<file path="src/rtl/uart_rx_par.sv">
// Oversampled UART receiver with 3-sample majority voting and a valid/ready output holding register.
// Optional parity support is built only when UART_RX_PARITY_EN is defined.
module uart_rx_par #(
  parameter int unsigned DATA_BITS   = 8,
  parameter int unsigned STOP_BITS   = 1,
  parameter int unsigned PARITY_MODE = 0,
  parameter int unsigned OVERSAMPLE  = 16
) (
  input  logic                 clk,
  input  logic                 rst,
  input  logic                 b_tick,
  input  logic                 rx,
  input  logic                 rx_ready,
  output logic [DATA_BITS-1:0] rx_data,
  output logic                 rx_valid,
  output logic                 frame_err,
  output logic                 parity_err,
  output logic                 overrun_err,
  output logic                 busy
);

  localparam int unsigned TW = $clog2(OVERSAMPLE);
  localparam logic [TW-1:0] TICK_S0   = TW'(OVERSAMPLE / 2 - 2);
  localparam logic [TW-1:0] TICK_S1   = TW'(OVERSAMPLE / 2 - 1);
  localparam logic [TW-1:0] TICK_MID  = TW'(OVERSAMPLE / 2);
  localparam logic [TW-1:0] TICK_LAST = TW'(OVERSAMPLE - 1);
  localparam logic [2:0]    BIT_LAST  = 3'(DATA_BITS - 1);
  localparam logic [2:0]    STOP_LAST = 3'(STOP_BITS - 1);

  localparam logic [2:0] S_IDLE   = 3'd0;
  localparam logic [2:0] S_START  = 3'd1;
  localparam logic [2:0] S_DATA   = 3'd2;
  localparam logic [2:0] S_PARITY = 3'd3;
  localparam logic [2:0] S_STOP   = 3'd4;

  if (DATA_BITS < 5 || DATA_BITS > 8 || STOP_BITS < 1 || STOP_BITS > 2 || PARITY_MODE > 2 ||
      OVERSAMPLE < 8 || OVERSAMPLE > 32 || (OVERSAMPLE % 2) != 0) begin : g_bad_param
    $error("uart_rx_par: illegal parameter value");
  end

  logic                 rx_meta_q, rx_sync_q;
  logic [2:0]           state_q, state_d;
  logic [TW-1:0]        tick_q, tick_d;
  logic [2:0]           bit_q, bit_d;
  logic [1:0]           samp_q, samp_d;
  logic [DATA_BITS-1:0] shift_q, shift_d;
  logic                 ferr_acc_q, ferr_acc_d;
  logic [DATA_BITS-1:0] rx_data_q, rx_data_d;
  logic                 rx_valid_q, rx_valid_d;
  logic                 frame_err_q, frame_err_d;
  logic                 overrun_q, overrun_d;
  logic                 maj, done, done_ferr, perr_calc;

`ifdef UART_RX_PARITY_EN
  localparam bit PAR_EN = (PARITY_MODE != 0);
  localparam bit PAR_ODD = (PARITY_MODE == 2);
  logic par_bit_q, par_bit_d;
  logic parity_err_q, parity_err_d;
  // Even: data ^ parity must be 0; odd: must be 1.
  assign perr_calc  = PAR_EN ? ((^shift_q) ^ par_bit_q ^ PAR_ODD) : 1'b0;
  assign parity_err = parity_err_q;
`else
  assign perr_calc  = 1'b0;
  assign parity_err = 1'b0;
`endif

  assign maj = (samp_q[0] & samp_q[1]) | (samp_q[0] & rx_sync_q) | (samp_q[1] & rx_sync_q);

  always_comb begin
    state_d     = state_q;
    tick_d      = tick_q;
    bit_d       = bit_q;
    samp_d      = samp_q;
    shift_d     = shift_q;
    ferr_acc_d  = ferr_acc_q;
    rx_data_d   = rx_data_q;
    rx_valid_d  = rx_valid_q;
    frame_err_d = frame_err_q;
    overrun_d   = 1'b0;
    done        = 1'b0;
    done_ferr   = ferr_acc_q;
`ifdef UART_RX_PARITY_EN
    par_bit_d    = par_bit_q;
    parity_err_d = parity_err_q;
`endif
    if (b_tick) begin
      if (state_q != S_IDLE) begin
        tick_d = tick_q + TW'(1);
        if (tick_q == TICK_S0) samp_d[0] = rx_sync_q;
        if (tick_q == TICK_S1) samp_d[1] = rx_sync_q;
      end
      case (state_q)
        S_IDLE: begin
          if (!rx_sync_q) begin
            tick_d  = '0;
            state_d = S_START;
          end
        end
        S_START: begin
          if (tick_q == TICK_MID && maj) begin
            state_d = S_IDLE;
          end else if (tick_q == TICK_LAST) begin
            state_d    = S_DATA;
            tick_d     = '0;
            bit_d      = '0;
            ferr_acc_d = 1'b0;
          end
        end
        S_DATA: begin
          if (tick_q == TICK_MID) shift_d = {maj, shift_q[DATA_BITS-1:1]};
          if (tick_q == TICK_LAST) begin
            tick_d = '0;
            if (bit_q == BIT_LAST) begin
              bit_d = '0;
`ifdef UART_RX_PARITY_EN
              state_d = PAR_EN ? S_PARITY : S_STOP;
`else
              state_d = S_STOP;
`endif
            end else begin
              bit_d = bit_q + 3'd1;
            end
          end
        end
`ifdef UART_RX_PARITY_EN
        S_PARITY: begin
          if (tick_q == TICK_MID) par_bit_d = maj;
          if (tick_q == TICK_LAST) begin
            tick_d  = '0;
            state_d = S_STOP;
          end
        end
`endif
        S_STOP: begin
          if (tick_q == TICK_MID) begin
            done_ferr  = ferr_acc_q | ~maj;
            ferr_acc_d = done_ferr;
            // Leave at the last stop centre so the next start edge is not missed.
            if (bit_q == STOP_LAST) begin
              done    = 1'b1;
              state_d = S_IDLE;
              tick_d  = '0;
              bit_d   = '0;
            end
          end else if (tick_q == TICK_LAST) begin
            tick_d = '0;
            bit_d  = bit_q + 3'd1;
          end
        end
        default: state_d = S_IDLE;
      endcase
    end

    if (done) begin
      if (!rx_valid_q || rx_ready) begin
        rx_data_d   = shift_q;
        frame_err_d = done_ferr;
        rx_valid_d  = 1'b1;
`ifdef UART_RX_PARITY_EN
        parity_err_d = perr_calc;
`endif
      end else begin
        overrun_d = 1'b1;
      end
    end else if (rx_valid_q && rx_ready) begin
      rx_valid_d = 1'b0;
    end
  end

  always_ff @(posedge clk or posedge rst) begin
    if (rst) begin
      rx_meta_q   <= 1'b1;
      rx_sync_q   <= 1'b1;
      state_q     <= S_IDLE;
      tick_q      <= '0;
      bit_q       <= '0;
      samp_q      <= 2'b11;
      shift_q     <= '0;
      ferr_acc_q  <= 1'b0;
      rx_data_q   <= '0;
      rx_valid_q  <= 1'b0;
      frame_err_q <= 1'b0;
      overrun_q   <= 1'b0;
    end else begin
      rx_meta_q   <= rx;
      rx_sync_q   <= rx_meta_q;
      state_q     <= state_d;
      tick_q      <= tick_d;
      bit_q       <= bit_d;
      samp_q      <= samp_d;
      shift_q     <= shift_d;
      ferr_acc_q  <= ferr_acc_d;
      rx_data_q   <= rx_data_d;
      rx_valid_q  <= rx_valid_d;
      frame_err_q <= frame_err_d;
      overrun_q   <= overrun_d;
    end
  end

`ifdef UART_RX_PARITY_EN
  always_ff @(posedge clk or posedge rst) begin
    if (rst) begin
      par_bit_q    <= 1'b0;
      parity_err_q <= 1'b0;
    end else begin
      par_bit_q    <= par_bit_d;
      parity_err_q <= parity_err_d;
    end
  end
`endif

  assign rx_data     = rx_data_q;
  assign rx_valid    = rx_valid_q;
  assign frame_err   = frame_err_q;
  assign overrun_err = overrun_q;
  assign busy        = (state_q != S_IDLE);

endmodule
</file>
<file path="config.mk">
export PLATFORM = sky130hd
export DESIGN_NAME = uart_rx_par
export DESIGN_NICKNAME = d
export VERILOG_FILES = /design/src/rtl/uart_rx_par.sv
export SDC_FILE = /design/constraint.sdc
export NUM_CORES = 1
export LEC_CHECK = 0
export ABC_AREA = 1
export BUFFER_PORTS_ARGS = -buffer_cell sky130_fd_sc_hd__buf_2
export CORE_MARGIN = 4
export CORE_UTILIZATION = 45
export CTS_BUF_LIST = sky130_fd_sc_hd__clkbuf_8
export CTS_CLUSTER_SIZE = 20
export DETAILED_ROUTE_END_ITERATION = 7
export GPL_TIMING_DRIVEN = 0
export HOLD_SLACK_MARGIN = 0.08
export PLACE_DENSITY = 0.61
export SLEW_MARGIN = 0
export SYNTH_ARGS = -nofsm -noshare
export SYNTH_HDL_FRONTEND = slang
export SYNTH_SLANG_ARGS = --single-unit
</file>
<file path="constraint.sdc">
create_clock -name clk -period 2.2 [get_ports clk]
set_input_delay 0.11 -clock clk [delete_from_list [all_inputs] [get_ports clk]]
set_output_delay 0.11 -clock clk [all_outputs]
set_load 0.02 [all_outputs]
</file>
==> flow_results.xml <==
<?xml version="1.0" encoding="UTF-8"?>
<metrics>
  <group name="logic_synthesis">
    <metric name="synth_enable_flop_cells" unit="">0</metric>
    <metric name="synth-warning-count" unit="">0</metric>
    <metric name="synth_most_common_cell" unit="">nand2_1</metric>
    <metric name="syn_area_per_cell" unit="sq um">8.118</metric>
    <metric name="synth_top_area_share" unit="">0.4261</metric>
    <metric name="ys_ff_latch" unit="">34</metric>
    <metric name="postSynthCellCount" unit="">217</metric>
    <metric name="count_of_cell_types_in_the_netlist" unit="">27</metric>
    <metric name="synth.yosys.seq_area_share" unit="">0.4858</metric>
    <metric name="syn-cell-area" unit="sq um">1762</metric>
    <metric name="synth_fp_nets" unit="">228</metric>
    <metric name="synth-async-reset-ratio" unit="">1.000</metric>
    <metric name="yosys.area.top_type" unit="">dfrtp_1</metric>
    <metric name="synth_commonest_cells" unit="">nand2_1, inv_1, dfrtp_1</metric>
    <metric name="synth.area.top_cells" unit="">dfrtp_1, nand2_1, inv_1, dfstp_2, ha_1</metric>
    <metric name="dominantRegCellSynth" unit="">dfrtp_1</metric>
  </group>
  <group name="timing">
    <metric name="final_hold_viol_count" unit="">0</metric>
    <metric name="holdWs" unit="ns">0.1262</metric>
    <metric name="final_period_minus_worst_setup_slack" unit="ns">1.725</metric>
    <metric name="fin_skew" unit="ns">0.003439</metric>
    <metric name="setup-tns-final" unit="ns">0</metric>
    <metric name="fmax" unit="MHz">579.7</metric>
    <metric name="slew_violations" unit="">0</metric>
    <metric name="setup-violations-final" unit="">0</metric>
    <metric name="tightest_slew" unit="ns">0.4990</metric>
    <metric name="grt_setup_unrepaired" unit="">no</metric>
    <metric name="slew_headroom" unit="">0.6653</metric>
    <metric name="period_utilization" unit="">0.7841</metric>
  </group>
  <group name="clocking">
    <metric name="ctsRootBufferMaster" unit="">clkbuf_8</metric>
    <metric name="post-cts-setup-buffer-count" unit="">0</metric>
    <metric name="cts_htree_levels" unit="">2</metric>
    <metric name="cts_made_buffers" unit="">5</metric>
    <metric name="clock_buffer_depth" unit="">2</metric>
    <metric name="tritoncts" unit="">yes</metric>
    <metric name="clkTransAtPathRegs" unit="ns">0.07</metric>
    <metric name="clkSinkCount" unit="">34</metric>
    <metric name="clock_insertion_delay_worst_skew" unit="ns">0.28</metric>
  </group>
  <group name="layout">
    <metric name="final_cell_count_no_fill" unit="">291</metric>
    <metric name="postLayoutCoreUtil" unit="">0.5603</metric>
    <metric name="nets" unit="">253</metric>
    <metric name="regArea" unit="sq um">855.8</metric>
    <metric name="area_delta_synth_final" unit="%">18.18</metric>
    <metric name="fillerInstances" unit="">377</metric>
    <metric name="drive_above_1_share" unit="">0.2140</metric>
    <metric name="area_of_the_multi_input_gates" unit="sq um">738.2</metric>
    <metric name="num_antenna_cells" unit="">0</metric>
  </group>
  <group name="place">
    <metric name="dpl.cell_count" unit="">280</metric>
    <metric name="gp_congestion" unit="">0.8488</metric>
    <metric name="io_buffers" unit="">15</metric>
    <metric name="place.detailed.hpwl" unit="um">2378</metric>
  </group>
  <group name="grt">
    <metric name="vias_in_the_first_global_route" unit="">1253</metric>
    <metric name="antenna_found_initial" unit="">0</metric>
    <metric name="overflow" unit="">0</metric>
    <metric name="first_pass_grt_wire_length" unit="um">5699</metric>
    <metric name="grt_start_max_net_pins" unit="">35</metric>
    <metric name="track_usage" unit="">0.1436</metric>
  </group>
  <group name="route">
    <metric name="via_per_inst" unit="">4.759</metric>
    <metric name="detailedRoute.firstPassIterationCount" unit="">4</metric>
    <metric name="antenna_left" unit="">0</metric>
    <metric name="vias" unit="">1385</metric>
    <metric name="drt-initial-drc-count" unit="">86</metric>
    <metric name="finalWirelength" unit="um">3251</metric>
    <metric name="routed_wire_length_per_instance" unit="um">11.17</metric>
    <metric name="drc" unit="">0</metric>
  </group>
  <group name="min_path">
    <metric name="whs_path_depth" unit="">4</metric>
    <metric name="worst_hold_startpoint" unit="">rx_ready</metric>
    <metric name="min_delay_worst_endpoint" unit="">overrun_err</metric>
    <metric name="min_delay_path_class" unit="">in2reg</metric>
  </group>
  <group name="floorplanning">
    <metric name="initial_util" unit="">0.4741</metric>
    <metric name="core-area" unit="sq um">3716</metric>
    <metric name="number_of_top_level_pins" unit="">18</metric>
    <metric name="floorplan.rows" unit="">22</metric>
    <metric name="die-area" unit="sq um">4980</metric>
    <metric name="dieWidth" unit="um">70.57</metric>
    <metric name="fp.dieH" unit="um">70.57</metric>
  </group>
  <group name="worst_setup_path">
    <metric name="worst_ep_required_time" unit="ns">2.38</metric>
    <metric name="r2r-end" unit="">rx_data[1]</metric>
    <metric name="cp_max_fo" unit="">10</metric>
    <metric name="ff2ff_path_depth" unit="">10</metric>
    <metric name="cp-start-kind" unit="">flip-flop</metric>
    <metric name="criticalPathCategory" unit="">reg2reg</metric>
    <metric name="cp_data_arrival_time" unit="ns">1.91</metric>
    <metric name="worst-r2r-setup-slack" unit="ns">0.47</metric>
    <metric name="crit_path_end_kind" unit="">flip-flop</metric>
    <metric name="reg2reg_from" unit="">tick_q[0]</metric>
  </group>
  <group name="status">
    <metric name="status" unit="">completed</metric>
  </group>
  <group name="flow_run">
    <metric name="max-cap-violations" unit="">0</metric>
  </group>
  <group name="power">
    <metric name="peakVddDrop" unit="uV">425.6</metric>
    <metric name="power_leakage" unit="nW">1.131</metric>
    <metric name="power_density" unit="nW/um^2">945.7</metric>
  </group>
</metrics>
[critical path: stages, from the launching register on]
cell and delay, ns:
dfrtp_1 0.41, inv_1 0.11, ha_1 0.16, nand3_1 0.14
inv_2 0.15, nand4_4 0.12, nor2_4 0.16, inv_2 0.09
buf_6 0.15, nand2_1 0.07, o21ai_2 0.05
[logic make-up (layout without fill, tap and decap cells)]
kind of cell,after synthesis,after routing,share of synthesized area
AOI/OAI and AO/OA,24,24,0.08025
xor gates and xnor gates,1,1,0.004972
adders and majority gates,7,7,0.04829
buffers and inverters,41,67,0.09517
DFF,34,34,0.4858
other,1,1,0.002129
and+or+nand+nor,109,109,0.2834
[layout by cell type, fill, tap and decap left out, types with 2 or more instances in the layout]
cell type / Yosys / layout
inv_1: 31 / 30
nor2_1: 12 / 12
dfrtp_1: 30 / 30
nand4_1: 4 / 4
nor3_1: 5 / 5
inv_2: 6 / 6
o21ai_0: 10 / 10
o21ai_2: 5 / 5
nand3_2: 2 / 2
a21oi_1: 7 / 7
clkbuf_8: 0 / 5
nand3_1: 15 / 15
dfstp_2: 4 / 4
bufinv_16: 0 / 2
dlygate4sd3_1: 0 / 2
nor2_4: 2 / 2
nand2_2: 2 / 2
ha_1: 6 / 6
buf_2: 2 / 17
nand2_1: 64 / 64
[metrics by stage]
| step | power [mW] | instance area (sq um) | worst slack, ns |
|---|---|---|---|
| after CTS | 1.982 | 2044 | 0.4687 |
| after global placement | 1.272 | 1897 | 0.4801 |
| after detailed placement | 1.277 | 1897 | 0.4793 |
| after floorplan | 1.163 | 1762 | 0.6927 |
| final | 1.969 | 2082 | 0.4749 |
| after global routing | 2.109 | 2082 | 0.3280 |
[flip-flops by register name, summed over array words and instances, names as in the netlist, 2 cells and up]
register and cells:
bit_q 3, rx_data 8, samp_q 2, shift_q 8
state_q 3, tick_q 4
[worst max-delay path by stage]
| stage | start | to | slack, ns |
|---|---|---|---|
| 6_report | tick_q[0] | rx_data[1] | 0.47 |
| 5_1_grt | tick_q[0] | bit_q[0] | 0.33 |
| 4_1_cts | tick_q[0] | rx_data[1] | 0.47 |
| 3_5_place_dp | tick_q[0] | rx_data[1] | 0.48 |
| 3_3_place_gp | tick_q[0] | rx_data[1] | 0.48 |
| 2_1_floorplan | tick_q[0] | rx_data[1] | 0.69 |
[final cells by class]
type,count,area share
plain buffers,4,0.01382
clock buffers,5,0.03305
clock inverters,3,0.03305
inverters,37,0.06671
multi-input cells,142,0.3546
flip-flops and latches,34,0.4111
well taps,48,0.02885
repair buffers,18,0.05889
[metal layers]
metal  up-vias  global-route usage  wire [um]
li1        729                   -          -
met5         -                   0          0
met3         5             0.04972        135
met4         0             0.04384         40
met1       633              0.2066       1685
met2        18              0.2048       1390
[timing repair]
action,4_1_cts,5_1_grt
endpoints found under the setup margin,0,0
resized for setup,0,0
hold buffers,1,1
endpoints found under the hold margin,1,7
[power by group]
part | internal (mW) | switching, mW
clock | 0.454 | 0.237
combinational | 0.161 | 0.324
sequential | 0.723 | 0.0701
total | 1.34 | 0.631
Power figures use the tool's default switching activity.
